<file path="src/rtl/ifu_fetch.sv">
// Instruction fetch unit: one AXI4-Lite read per instruction, handed to decode through the IF/ID write enable.
// Optional response checking is enabled with `define IFU_RRESP_CHECK_EN (halts on an error response).
//
// state | meaning
// IDLE  | one-cycle start after reset; fetch begins at pc next cycle
// AR    | read address presented at pc, waiting for arready_i
// R     | waiting for read data; discards it if a redirect is pending
// HOLD  | instruction held for decode; we_o follows idu_ready_i
// HALT  | error response seen; waits for a redirect
module ifu_fetch #(
   parameter logic [31:0] RESET_PC = 32'h8000_0000
) (
   input  logic        clk,
   input  logic        rst,
   output logic        arvalid_o,
   input  logic        arready_i,
   output logic [31:0] araddr_o,
   input  logic        rvalid_i,
   output logic        rready_o,
   input  logic [31:0] rdata_i,
   input  logic [1:0]  rresp_i,
   input  logic        idu_ready_i,
   output logic        we_o,
   output logic [31:0] inst_addr_o,
   output logic [31:0] inst_o,
   input  logic        redirect_i,
   input  logic [31:0] redirect_pc_i,
   output logic        fault_o
);

   typedef enum logic [2:0] {
      S_IDLE,
      S_AR,
      S_R,
      S_HOLD,
      S_HALT
   } state_t;

   state_t      state;
   logic [31:0] pc;
   logic        redir_pend;
   logic [31:0] redir_pc;
   logic [31:0] inst_q;
   logic [31:0] inst_addr_q;
   logic        resp_err;

`ifdef IFU_RRESP_CHECK_EN
   assign resp_err = (rresp_i != 2'b00);
   assign fault_o  = (state == S_HALT);
`else
   logic unused_rresp;
   assign unused_rresp = ^rresp_i;
   assign resp_err     = 1'b0;
   assign fault_o      = 1'b0;
`endif

   assign arvalid_o   = (state == S_AR);
   assign rready_o    = (state == S_R);
   assign araddr_o    = pc;
   assign inst_o      = inst_q;
   assign inst_addr_o = inst_addr_q;
   // A redirect in HOLD drops the held instruction even if decode is ready.
   assign we_o        = (state == S_HOLD) && idu_ready_i && !redirect_i;

   always_ff @(posedge clk or negedge rst) begin
      if (!rst) begin
         state       <= S_IDLE;
         pc          <= RESET_PC;
         redir_pend  <= 1'b0;
         redir_pc    <= '0;
         inst_q      <= '0;
         inst_addr_q <= '0;
      end else begin
         unique case (state)
            S_IDLE: begin
               state <= S_AR;
               if (redirect_i) pc <= redirect_pc_i;
            end
            S_AR: begin
               // pc stays put until the address is accepted; redirects wait.
               if (redirect_i) begin
                  redir_pend <= 1'b1;
                  redir_pc   <= redirect_pc_i;
               end
               if (arready_i) state <= S_R;
            end
            S_R: begin
               if (rvalid_i) begin
                  if (redirect_i || redir_pend) begin
                     pc         <= redirect_i ? redirect_pc_i : redir_pc;
                     redir_pend <= 1'b0;
                     state      <= S_AR;
                  end else if (resp_err) begin
                     inst_addr_q <= pc;
                     state       <= S_HALT;
                  end else begin
                     inst_q      <= rdata_i;
                     inst_addr_q <= pc;
                     state       <= S_HOLD;
                  end
               end else if (redirect_i) begin
                  redir_pend <= 1'b1;
                  redir_pc   <= redirect_pc_i;
               end
            end
            S_HOLD: begin
               if (redirect_i) begin
                  pc    <= redirect_pc_i;
                  state <= S_AR;
               end else if (idu_ready_i) begin
                  pc    <= pc + 32'd4;
                  state <= S_AR;
               end
            end
            S_HALT: begin
               if (redirect_i) begin
                  pc    <= redirect_pc_i;
                  state <= S_AR;
               end
            end
            default: state <= S_IDLE;
         endcase
      end
   end

endmodule

</file>
<file path="config.mk">
export PLATFORM = sky130hd
export DESIGN_NAME = ifu_fetch
export DESIGN_NICKNAME = d
export VERILOG_FILES = /design/src/rtl/ifu_fetch.sv
export SDC_FILE = /design/constraint.sdc
export NUM_CORES = 1
export LEC_CHECK = 0
export CAP_MARGIN = 20
export CORE_UTILIZATION = 39
export CTS_BUF_LIST = sky130_fd_sc_hd__clkbuf_2
export CTS_CLUSTER_DIAMETER = 80
export DETAILED_ROUTE_END_ITERATION = 12
export HOLD_SLACK_MARGIN = 0.03
export PLACE_DENSITY = 0.66
export SYNTH_ARGS = -nofsm -noshare
export SYNTH_HDL_FRONTEND = slang
export SYNTH_SLANG_ARGS = --single-unit
</file>
<file path="constraint.sdc">
create_clock -name clk -period 4.15 [get_ports clk]
set_input_delay 0.415 -clock clk [delete_from_list [all_inputs] [get_ports clk]]
set_output_delay 0.415 -clock clk [all_outputs]
set_load 0.05 [all_outputs]
</file>
==> impl_metrics.toml <==
[logic_synthesis]
ys_seq_area_share_pct = 49.6
async_flop_share_pct = 100
ys_ff_latch = 131
synth_xor_area_share_pct = 0.265
yosysTopAreaCell = "dfrtp_1"
synth_top_family_by_area = "multiplexers"
synth.most_common_cell = "dfrtp_1"
yosysTopAreaCellShare_pct = 49.3
synth_edf_count = 0
synth_commonest_cells = "dfrtp_1, mux2_2, nand2_1, mux2i_1, a21oi_1"
yosysUniqueCellTypes = 59
synth_nets = 654
synth_fa_ha_area_share_pct = 1.14
avgSynthCellArea_sq_um = 11.5
synth.area.top_cells = "dfrtp_1, mux2_2, mux2i_1, nand2_1, a21oi_1"
synthMuxAreaShare_pct = 22.0
synth_cells = 576
synth_compound_area_share_pct = 13.4
yosys.area_share.simple_pct = 10.3
synthesis.area_sq_um = 6610
ys.flop_type = "dfrtp_1"
synth_warnings = 0

[critical_path]
slowest_delay_ns = 0.80
r2r_cells = 6
crit_buf_inv = 2
critPathKind = "reg -> out"
required_ns = 3.73
cp.arrival_ns = 2.85
crit_chain = "ha_1 -> nor2b_2 -> buf_4 -> and2_1 -> clkdlybuf4s50_1"
cp_num_cells = 5
crit_slowest_cell = "clkdlybuf4s50_1"
startpoint_type = "flop"
cp-end-kind = "output port"
critPathTopFamily = "buffers and inverters"
path_max_fanout = 31

[sta]
max_freq_ghz = 0.307
hold_viol_final = 0
hold_ws_ns = 0.296
rsz0062_at_grt = "false"
fin_worst_skew_ns = 0.0239
slew_violations = 0
finalSetupTns_ns = 0
finalSetupViolations = 0
timing.slew.headroom_pct = 36.6
min_period_ns = 3.26
finalCritPeriodShare_pct = 78.6
worstMarginPinSlew_ns = 0.950
setup_ws_ns = 0.889

[floorplanning]
num_rows = 47
start_util_pct = 39.8
fp.dieW_microns = 132
io_pins = 172
die_h_microns = 132
core_area_sq_um = 16600
dieArea_sq_um = 17500

[route]
wl_per_cell_microns = 18.9
first_iter_violations = 391
dr.pass1.iters = 5
detail-route-antenna-nets = 0
routed_via_density = 5.59
num_vias = 5407
drc = 0
routed_wl_microns = 18300

[clock_tree]
clk_pin_slew_ns = 0.20
clk-insertion-delay-late_ns = 0.72
cts_max_level = 4
numCtsBuffers = 17
tritoncts = "yes"
clock-root-buffer = "clkbuf_2"
clock_sinks = 131
cts_setup_buffers = 0
cts_buffer_depth = 2
cts_resized = 0
cts_hold_buf = 1

[global_route]
grt.total_usage_pct = 21.6
grt_max_degree = 103
grt_first_pass_wirelength_microns = 29200
grt_overflow_total = 0
first_global_vias = 5436
antenna_found_initial = 2

[cells_and_area]
final_nets = 811
area_growth_pct = 31.6
layout-drive-gt1-share_pct = 22.1
finish.instance_area_sq_um = 8690
fin_util_pct = 52.4

[placed_design]
dpl_cell_area_sq_um = 8470
portBuffers = 168
gp_congestion = 0.775
post-place-ws_ns = 0.941
hpwl_microns = 12100

[pwr]
pwr_density_cell_nw_per_um2 = 883
peakVddDrop_v = 0.000610
p_leak_nw = 3.66

[run]
drv_cap = 0

[run_status]
status = "finished, final reports clean"

[min_path]
holdPathStages = 2
min_path_type = "in -> reg"
-- cell families after synthesis --
| kind of cell | after synthesis |
|---|---|
| and+or+nand+nor | 128 |
| muxes | 133 |
| buffers and inverters | 49 |
| other | 1 |
| DFF | 131 |
| AOI/OAI and AO/OA | 126 |
| adders and majority gates | 6 |
| xor gates and xnor gates | 2 |
-- power by group --
group | internal [mW] | leakage [nW] | switching (mW)
Sequential | 1.84 | 1.65 | 0.554
Clock | 0.273 | 0.134 | 0.474
Combinational | 1.74 | 1.88 | 2.79
-- per-stage QoR --
step                power, mW  std cells
floorplan                5.49        576
global placement         6.81        933
detailed placement       6.95        933
CTS                      7.73        966
global route             8.14        967
finish                   7.67        967
-- final cells by class --
cell class / count / area, sq um
tap: 220 / 275
fill: 1494 / 7890
inverter: 9 / 33.8
clock buffer: 20 / 100
multi-input combinational: 396 / 3130
antenna: 1 / 2.50
clock inverter: 12 / 115
timing repair buffer: 178 / 1760
sequential: 131 / 3280
-- routing by layer --
layer	routed length, microns	up-vias	track usage, %
li1	-	2474	-
met1	7720	2697	26.9
met2	9050	213	35.7
met3	1220	23	6.81
met4	269	0	6.40
met5	0	-	0
-- placed cells by master (no fill, tap or decap), types with 3 or more instances in the layout --
cell type        instances
dfrtp_1                130
a31oi_1                  3
o311ai_0                 4
nand2_1                 50
o211ai_1                 7
nor4_1                   4
a21o_1                   3
clkinvlp_4               3
mux2i_1                 35
a32o_1                  13
nand3_1                 12
o2bb2ai_1                3
o31ai_1                  9
nor2_1                  15
ha_1                     6
clkbuf_2                20
a31o_2                  11
nand4_1                 12
mux2_2                  98
inv_1                    9
or4_1                    4
nor3_1                   6
o21ai_0                 22
buf_4                    9
clkdlybuf4s50_1        166
a21oi_1                 32
or4_4                    3
clkinv_2                 5
nand2b_1                 3
-- flip-flops by register name, indices dropped and copies added (netlist names) --
| signal | flops |
|---|---|
| araddr_o | 32 |
| inst_o | 32 |
| inst_addr_o | 32 |
| redir_pc | 32 |
| state | 2 |
| redir_pend | 1 |
-- path summary, 6_finish.rpt --
kind / startpoint / endpoint / slack [ns]
setup / recovery: state[0]$_DFFE_PN0P_ / we_o / 0.89
hold / removal: rdata_i[5] / inst_o[5]$_DFFE_PN0P_ / 0.30
setup reg to reg: state[0]$_DFFE_PN0P_ / araddr_o[19]$_DFFE_PN0P_ / 0.92
hold reg to reg: inst_o[22]$_DFFE_PN0P_ / inst_o[22]$_DFFE_PN0P_ / 0.53
max in group asynchronous: rst / araddr_o[27]$_DFFE_PN0P_ / 2.80
min in group asynchronous: rst / inst_addr_o[24]$_DFFE_PN0P_ / 0.36
Power figures use the tool's default switching activity.
